File: config.mk
export PLATFORM = sky130hd
export DESIGN_NAME = pc_gen
export DESIGN_NICKNAME = d
export VERILOG_FILES = /design/src/rtl/pc_gen_pkg.sv /design/src/rtl/pc_pend_latch.sv /design/src/rtl/pc_gen.sv
export SDC_FILE = /design/constraint.sdc
export NUM_CORES = 1
export LEC_CHECK = 0
export ABC_CLOCK_PERIOD_IN_PS = 2200
export BUFFER_PORTS_ARGS = -buffer_cell sky130_fd_sc_hd__buf_2
export CAP_MARGIN = 20
export CORE_AREA = 2 2 114 94
export DETAILED_ROUTE_END_ITERATION = 8
export DIE_AREA = 0 0 116 96
export PLACE_DENSITY = 0.76
export SETUP_SLACK_MARGIN = 0.1
export SLEW_MARGIN = 15
export SYNTH_ARGS = -nofsm -noshare
export SYNTH_HDL_FRONTEND = slang
export SYNTH_SLANG_ARGS = --single-unit
File: constraint.sdc
create_clock -name clk -period 2.2 [get_ports clk]
set_clock_uncertainty 0.1 [all_clocks]
set_input_delay 0.44 -clock clk [delete_from_list [all_inputs] [get_ports clk]]
set_output_delay 0.44 -clock clk [all_outputs]
set_load 0.03 [all_outputs]
File: src/rtl/pc_gen_pkg.sv
// pc_gen_pkg: shared constants and types for the fetch-stage PC generator.
//   state_e      : BOOT (ROM disabled, waiting out reset) / RUN (fetching)
//   RST_ENABLE   : active level of the synchronous reset
//   CHIP_ENABLE / CHIP_DISABLE : instruction ROM enable levels
//   STOP         : stall_i level that holds the PC
//   BRANCH       : branch_flag_i level for a taken branch
package pc_gen_pkg;

  typedef enum logic {
    BOOT = 1'b0,
    RUN  = 1'b1
  } state_e;

  localparam logic RST_ENABLE   = 1'b1;
  localparam logic CHIP_ENABLE  = 1'b1;
  localparam logic CHIP_DISABLE = 1'b0;
  localparam logic STOP         = 1'b1;
  localparam logic BRANCH       = 1'b1;

endpackage

File: src/rtl/pc_pend_latch.sv
// pc_pend_latch: holds a branch target that resolved while fetch was stalled.
//   clk, rst   : clock, synchronous active-high reset
//   set        : capture addr_in (a newer capture overwrites an older one)
//   clr        : drop the pending entry
//   addr_in    : branch target to capture
//   pend_addr  : captured target
//   pend_valid : a captured target is waiting
module pc_pend_latch
  import pc_gen_pkg::*;
#(
  parameter int ADDR_W = 32
) (
  input  logic              clk,
  input  logic              rst,
  input  logic              set,
  input  logic              clr,
  input  logic [ADDR_W-1:0] addr_in,
  output logic [ADDR_W-1:0] pend_addr,
  output logic              pend_valid
);

  always_ff @(posedge clk) begin
    if (rst == RST_ENABLE) begin
      pend_addr  <= '0;
      pend_valid <= 1'b0;
    end else if (set) begin
      pend_addr  <= addr_in;
      pend_valid <= 1'b1;
    end else if (clr) begin
      pend_valid <= 1'b0;
    end
  end

endmodule

File: src/rtl/pc_gen.sv
// pc_gen: program-counter generator for the in-order fetch stage.
//   clk, rst       : clock, synchronous active-high reset
//   stall_i        : hold the PC
//   branch_flag_i  : branch taken, target on branch_addr_i
//   flush_i        : exception/eret redirect to new_pc_i (beats stall)
//   pc             : registered fetch address
//   ce             : registered instruction ROM enable
//   pend_valid_o   : a branch seen during a stall is waiting
//   misalign_o     : registered, pc has nonzero alignment bits
//
// state | meaning
// BOOT  | in or just out of reset, ROM disabled, pc = RESET_VECTOR
// RUN   | fetching, ce = 1
module pc_gen
  import pc_gen_pkg::*;
#(
  parameter int              ADDR_W       = 32,
  parameter logic [ADDR_W-1:0] RESET_VECTOR = '0,
  parameter int              INST_BYTES   = 4,
  parameter int              ALIGN_BITS   = 2
) (
  input  logic              clk,
  input  logic              rst,
  input  logic              stall_i,
  input  logic              branch_flag_i,
  input  logic [ADDR_W-1:0] branch_addr_i,
  input  logic              flush_i,
  input  logic [ADDR_W-1:0] new_pc_i,
  output logic [ADDR_W-1:0] pc,
  output logic              ce,
  output logic              pend_valid_o,
  output logic              misalign_o
);

  state_e            state_q, state_d;
  logic [ADDR_W-1:0] pc_d;
  logic [ADDR_W-1:0] pend_addr;
  logic              pend_set, pend_clr;
  logic              mis_d;

  always_ff @(posedge clk) begin
    if (rst == RST_ENABLE) begin
      state_q    <= BOOT;
      pc         <= RESET_VECTOR;
      misalign_o <= 1'b0;
    end else begin
      state_q    <= state_d;
      pc         <= pc_d;
      misalign_o <= mis_d;
    end
  end

  always_comb begin
    state_d  = state_q;
    pc_d     = pc;
    pend_set = 1'b0;
    pend_clr = 1'b0;
    unique case (state_q)
      BOOT: begin
        // First fetch is the reset vector itself, not its successor.
        state_d = RUN;
        pc_d    = RESET_VECTOR;
      end
      RUN: begin
        if (flush_i) begin
          pc_d     = new_pc_i;
          pend_clr = 1'b1;
        end else if (stall_i == STOP) begin
          pend_set = (branch_flag_i == BRANCH);
        end else if (pend_valid_o) begin
          // A fresh branch is younger than the latched one and wins.
          pc_d     = (branch_flag_i == BRANCH) ? branch_addr_i : pend_addr;
          pend_clr = 1'b1;
        end else if (branch_flag_i == BRANCH) begin
          pc_d = branch_addr_i;
        end else begin
          pc_d = pc + ADDR_W'(INST_BYTES);
        end
      end
      default: state_d = BOOT;
    endcase
  end

  generate
    if (ALIGN_BITS > 0) begin : g_align
      assign mis_d = |pc_d[ALIGN_BITS-1:0];
    end else begin : g_no_align
      assign mis_d = 1'b0;
    end
  endgenerate

  assign ce = (state_q == RUN) ? CHIP_ENABLE : CHIP_DISABLE;

  pc_pend_latch #(
    .ADDR_W(ADDR_W)
  ) u_pend (
    .clk       (clk),
    .rst       (rst),
    .set       (pend_set),
    .clr       (pend_clr),
    .addr_in   (branch_addr_i),
    .pend_addr (pend_addr),
    .pend_valid(pend_valid_o)
  );

endmodule

# [Word-level counts from Yosys, hierarchy flattened]
# Index checks and enable logic that the tools add are counted.
[totals] output_inout_bits=35 inputBits=69 word_cells=28 reg_bits=67
[classes] n_eq_ne=1 bitwise_logic=1 reduce_logical=2 n_addsub=1 mux=17
[ops] op="$mux W32" n=5
[ops] op="$pmux W32 S2" n=1
[ops] op="$add A32 B3 Y32 const B" n=1
[ops] op="$mux W1" n=11
[ops] op="$ne A3 B3 Y1 const B" n=1
[ops] op="$reduce_bool A2 Y1" n=1
[ops] op="$reduce_or A2 Y1" n=1
[ops] op="$not A1 Y1" n=1

# [Longest topological paths before layout]
# Gate-level depths: netlist (run 1).
[logic_depth] depth_word=7 mapped_depth=7 mapped_depth_nobuf=6

# [By module]
# From an unflattened synthesis (run 1), not the netlist that was laid out.
[unflattened] cells_unflattened=485 area_unflattened_um2=3901.2
[modules_own_cells] module="pc_gen" area_each_um2=2696.3 n_inst=1 seq_area_each_um2=680.7 cells_each=377
[modules_own_cells] module="pc_pend_latch" area_each_um2=1204.9 n_inst=1 seq_area_each_um2=660.6 cells_each=108

# [Worst setup path before layout (run 1)]
# Ideal clock, no wire load.
[synth_timing] path_type="reg-to-reg" start="register pc[2]" end="register pc[24]" stages_incl_launch_ff=8 path_slack_ns=-0.323 n_path_buf=1 required_ns=1.983 period_less_slack_ns=2.523 setup_time_ns=0.117 arrival_time_ns=2.305 cell_sequence="dfxtp_1 > ha_1 > nand3_2 > or3_1 > buf_6 > or4_1 > a21o_1 > a32o_1"
[synth_between] elab_chain_cells=6
[synth_lines] item="start: declaration" line="pc_gen.sv:29" text="output logic [ADDR_W-1:0] pc,"
[synth_lines] item="start signal: assignment" line="pc_gen.sv:48" text="pc <= pc_d;"
[synth_lines] item="$add A32 B3 Y32" line="pc_gen.sv:77" text="pc_d = pc + ADDR_W'(INST_BYTES);"
[synth_lines] item="$mux W32" line="pc_gen.sv:74" text="end else if (branch_flag_i == BRANCH) begin"
[synth_lines] item="$mux W32" line="pc_gen.sv:70" text="end else if (pend_valid_o) begin"
[synth_lines] item="$mux W32" line="pc_gen.sv:68" text="end else if (stall_i == STOP) begin"
[synth_lines] item="$mux W32" line="pc_gen.sv:65" text="if (flush_i) begin"
[synth_lines] item="$pmux W32 S2" line="pc_gen.sv:58" text="unique case (state_q)"
# No other way between the ends. The select of a mux whose other input is x is not followed.
# A chain may end at the register's enable or synchronous reset.

# [Worst setup path in the final report (run 1)]
[layout_timing] start="register pc[7]" end="register pc[24]"
# The elaborated chain is that of the path after synthesis.

==> flow_summary.ini, run 1 <==
[finish]
finalInstanceArea_sq_um = 5170
seqCellArea_sq_um = 1360
areaGrowthSynthToFinish_pct = 31.9
nets = 719
final_cell_mix = nand2_1 (104), buf_2 (104), a21oi_1 (64)
fillers = 954
multi_input_comb_area_sq_um = 2430
drive_gt1_share_pct = 28.9
num_antenna_cells = 0

[critical_path]
cp.buffers_inverters = 0
rr_startpoint = pc[7]
slowest_delay_ps = 500
cp_top_family = simple AND/OR/NAND/NOR gates
cp.arrival_ps = 2250
critPathMaxFanout = 5
r2r_cells = 5
r2r-end = pc[24]
start_kind = flip-flop
slowest_stage = or4_4
crit_type = reg -> reg
critPathCaptureType = flip-flop
crit_chain = nand4_1 > or3_4 > or4_4 > a21o_1 > a32o_1
critPathRequiredTime_ps = 2330
rrSetupSlack_ps = 80

[logic_synthesis]
ys_seq_area_share_pct = 34.2
postSynthAreaPerCell_sq_um = 7.35
syn_nets = 603
synthArstFlopShare_pct = 0
synth_area_sq_um = 3920
ys_ff_latch = 67
syn-instance-count = 533
synth_top_area_share_pct = 34.2
synth_edf_count = 0
synth_cell_types = 54
synth_top_cell_by_area = dfxtp_1
yosysWarnings = 0
synth_area_leaders = dfxtp_1 (34%), nand2_1 (10%), a21oi_1 (8.3%), o21ai_0 (4.2%), mux2i_1 (3.8%)
ys.flop_type = dfxtp_1

[power_and_ir_drop]
power.density_nw_per_um2 = 650
total_power_uw = 3360
p_sw_share_pct = 27.1
ir_drop_v = 0.000398
pwr-share-seq_pct = 38.7
p_switching_uw = 910
p_clk_share_pct = 45.7
p_leak_uw = 0.00202
p_int_uw = 2450
comb_power_share_pct = 15.6

[route]
drtIter0Drc = 428
ant_nets = 0
vias = 4515
dr.pass1.iters = 6
drc = 0
vias_per_cell = 5.69
routedWlPerCell_microns = 17.4
wirelength_microns = 13800

[placement]
hpwl_microns = 9830
port_buffers = 103
place_congestion = 0.929
placed_area_sq_um = 4790

[timing]
final.period_utilization_pct = 96.6
finalSetupViolations = 0
rsz0062_at_grt = true
max_freq_mhz = 471
min_period_ps = 2120
tightest_slew_ps = 481
slew_headroom_pct = 67.8
slew_violations = 0
final_hold_viol_count = 0

[floorplanning]
die_area_sq_um = 11100
die_y_microns = 96
core-area_sq_um = 9990
start_util_pct = 39.2
num_rows = 33
die_w_microns = 116
io_pins = 104

[global_route]
overflow = 0
grt_pass1_wl_microns = 21500
grt_pass1_vias = 4261
grt_max_degree = 29
grtUsageTotal_pct = 24.9
antenna_found_initial = 0

[run]
maxCapViolations = 0

[clock_tree]
cts_tree = built
cts_htree_levels = 3
hold_buffers = 0
path_clk_slew_ps = 60
root_buffer = clkbuf_16
numCtsBuffers = 9
ctsLongestPathBuffers = 2
clock_latency_ps = 340
cts.sink_count = 67

[worst_hold_path]
holdCritPathClass = in -> reg
hold_depth = 2
min_from = new_pc_i[25]
min_to = pc[25]

[run_status]
status = finished clean
worst max-delay path by stage:
stage | to | startpoint | depth (start not counted)
after floorplan | pc[24] | pc[3] | 7
final | pc[24] | pc[7] | 5
after global routing | pc[29] | pc[7] | 6
after CTS | pc[24] | pc[2] | 6
after global placement | pc[25] | pc[8] | 6
after detailed placement | pc[25] | pc[8] | 6
cell families after synthesis:
family / Yosys count / synth area share (%)
and+or+nand+nor: 212 / 25.8
AOI/OAI and AO/OA: 173 / 28.1
DFF: 67 / 34.2
buffers and inverters: 55 / 5.46
muxes: 15 / 3.83
xor gates and xnor gates: 10 / 2.24
adders and majority gates: 1 / 0.319
state kept, by name, indices dropped and copies added, names as in the netlist:
register,count
pc,32
u_pend.pend_addr,32
misalign_o,1
state_q,1
u_pend.pend_valid,1
cells in the mapped netlist (7+ instances only):
library cell and count:
a21oi_1 65, a32o_1 9, nor2_1 24, a31oi_1 7
dfxtp_1 67, inv_1 13, mux2i_1 15, nand3_1 10
clkbuf_1 34, nor3_1 24, a211oi_1 11, nand2_1 104
o21ai_0 33, and2_1 8, o21a_1 14
cell type report:
class | instances | area share, %
multi-input combinational | 411 | 46.9
sequential | 67 | 26.4
timing repair buffer | 146 | 16.2
clock buffer | 11 | 4.50
tap | 140 | 3.39
clock inverter | 5 | 1.50
inverter | 14 | 1.02
per-stage QoR:
stage / utilization, % / TNS [ps] / instances / worst slack, ps / hold slack (ps)
after floorplan: - / -20.5 / 533 / -20.5 / 332
after global placement: 47.9 / 0 / 774 / 141 / 336
after detailed placement: 47.9 / 0 / 774 / 25.3 / 341
after CTS: 51.4 / 0 / 792 / 114 / 212
after global routing: 51.7 / 0 / 794 / 43.7 / 225
final: 51.7 / 0 / 794 / 75.4 / 209
repair_timing:
action	CTS	global route
setup endpoints to repair	5	7
hold endpoints to repair	0	0
cloned	0	1
pin swaps	5	3
resized for setup	4	6
setup buffers	2	1
routing by layer:
| layer | GRT usage [%] | routed length [microns] |
|---|---|---|
| met3 | 7.12 | 1470 |
| met5 | 0 | 0 |
| met4 | 8.23 | 408 |
| met1 | 32.1 | 5610 |
| met2 | 40.3 | 6340 |
power by group through the flow:
stage	clock network [uW]	logic [uW]	registers [uW]
after detailed placement	0	509	1320
after global routing	1590	569	1300
after global placement	0	501	1320
after floorplan	0	245	1370
after CTS	1540	517	1300
final	1540	525	1300
Note: power is estimated with default switching activity, not from simulation.
==> inputs of run 2 (changes only) <==
--- a/config.mk
+++ b/config.mk
@@ -8,9 +8,9 @@
 export ABC_CLOCK_PERIOD_IN_PS = 2200
 export BUFFER_PORTS_ARGS = -buffer_cell sky130_fd_sc_hd__buf_2
 export CAP_MARGIN = 20
-export CORE_AREA = 2 2 114 94
+export CORE_AREA = 2 2 102 104
 export DETAILED_ROUTE_END_ITERATION = 8
-export DIE_AREA = 0 0 116 96
+export DIE_AREA = 0 0 104 106
 export PLACE_DENSITY = 0.76
 export SETUP_SLACK_MARGIN = 0.1
 export SLEW_MARGIN = 15
==> flow_summary.ini, run 2 (synthesis results as in run 1) <==
[run]
maxCapViolations = 0

[timing]
final.period_utilization_pct = 94.2
slew_violations = 0
slew_headroom_pct = 46.8
rsz0062_at_grt = true
fin_ws_ps = 128
min_period_ps = 2070
tightest_slew_ps = 795
final_hold_viol_count = 0
max_freq_mhz = 483
finalSetupViolations = 0

[clock_tree]
root_buffer = clkbuf_8
path_clk_slew_ps = 70
hold_buffers = 0
clock_latency_ps = 360
ctsLongestPathBuffers = 2
cts.sink_count = 67
cts_htree_levels = 3
numCtsBuffers = 9
cts_tree = built

[floorplanning]
core-area_sq_um = 10000
die_w_microns = 104
num_rows = 37
die_y_microns = 106
io_pins = 104
die_area_sq_um = 11000
start_util_pct = 39.2

[placement]
place_congestion = 0.877
post-place-ws_ps = 112
hpwl_microns = 9500
port_buffers = 103

[global_route]
antenna_found_initial = 0
grt_max_degree = 38
grt_pass1_wl_microns = 20500
grtUsageTotal_pct = 23.1
grt_pass1_vias = 4107
overflow = 0

[route]
ant_nets = 0
drtIter0Drc = 420
vias = 4408
drc = 0
dr.pass1.iters = 5
vias_per_cell = 5.60
routedWlPerCell_microns = 16.5
wirelength_microns = 13000

[power_and_ir_drop]
p_switching_uw = 841
p_int_uw = 2110
pwr-share-seq_pct = 43.9
power.density_nw_per_um2 = 586
ir_drop_v = 0.000293
p_leak_uw = 0.00197
p_clk_share_pct = 38.5
p_sw_share_pct = 28.5
comb_power_share_pct = 17.6
total_power_uw = 2950

[critical_path]
critPathCaptureType = flip-flop
cp.arrival_ps = 2230
start_kind = flip-flop
critPathRequiredTime_ps = 2350
critPathMaxFanout = 5
rrSetupSlack_ps = 130
crit_type = reg -> reg

[run_status]
status = finished clean

[worst_hold_path]
holdCritPathClass = in -> reg

[finish]
nets = 716
utilization_pct = 50.4
drive_gt1_share_pct = 28.0
areaGrowthSynthToFinish_pct = 28.6
final_cell_mix = nand2_1 (104), buf_2 (103), a21oi_1 (65)
largestRegisters = pc (32), u_pend.pend_addr (32)
num_antenna_cells = 0
mostFrequentLayoutCell = nand2_1
## run 2: final timing paths
check / startpoint / to / depth (start not counted)
setup / recovery: pc[9] / pc[24] / 5
hold / removal: new_pc_i[20] / pc[20] / 2
setup reg to reg: pc[9] / pc[24] / 5
hold reg to reg: u_pend.pend_addr[30] / u_pend.pend_addr[30] / 2
## run 2: power by group through the flow
| stage | logic [uW] | clock network, uW | registers [uW] |
|---|---|---|---|
| floorplan | 245 | 0 | 1370 |
| global placement | 503 | 0 | 1320 |
| detailed placement | 508 | 0 | 1320 |
| CTS | 510 | 1140 | 1300 |
| global route | 563 | 1200 | 1300 |
| finish | 519 | 1140 | 1300 |
## run 2: cell type report
class,count,area [sq um]
fillers,983,4960
clock buffers,15,186
well taps,136,170
clock inverters,1,30.0
multi-input cells,411,2410
flip-flops and latches,67,1360
repair buffers,143,828
inverters,14,52.6
## run 2: stage by stage
stage	TNS, ps	hold WS [ps]	area, sq um	std cells
floorplan	-20.5	332	3960	533
global placement	0	338	4790	769
detailed placement	0	345	4790	769
CTS	0	188	5010	785
global route	0	196	5040	787
finish	0	192	5040	787
## run 2: routing by layer
layer  vias to the layer above  part of all wire [%]  global-route usage (%)
met5                         -                     0                       0
met1                      2052                    44                    29.6
li1                       2150                     -                       -
met3                        28                   6.2                    3.86
met2                       178                    47                    38.0
met4                         0                   3.0                    11.1
## run 2: timing repair
action / 4_1_cts / 5_1_grt
gates resized for setup: 1 / 3
pin swaps: 0 / 1
setup endpoints to repair: 1 / 7
buffers inserted: 0 / 2
## run 2: critical path: stages (launching register included)
cell and delay [ps]:
dfxtp_2 360, nand4_1 180, or3_4 430, or4_1 480, a21o_1 190, a32o_1 230
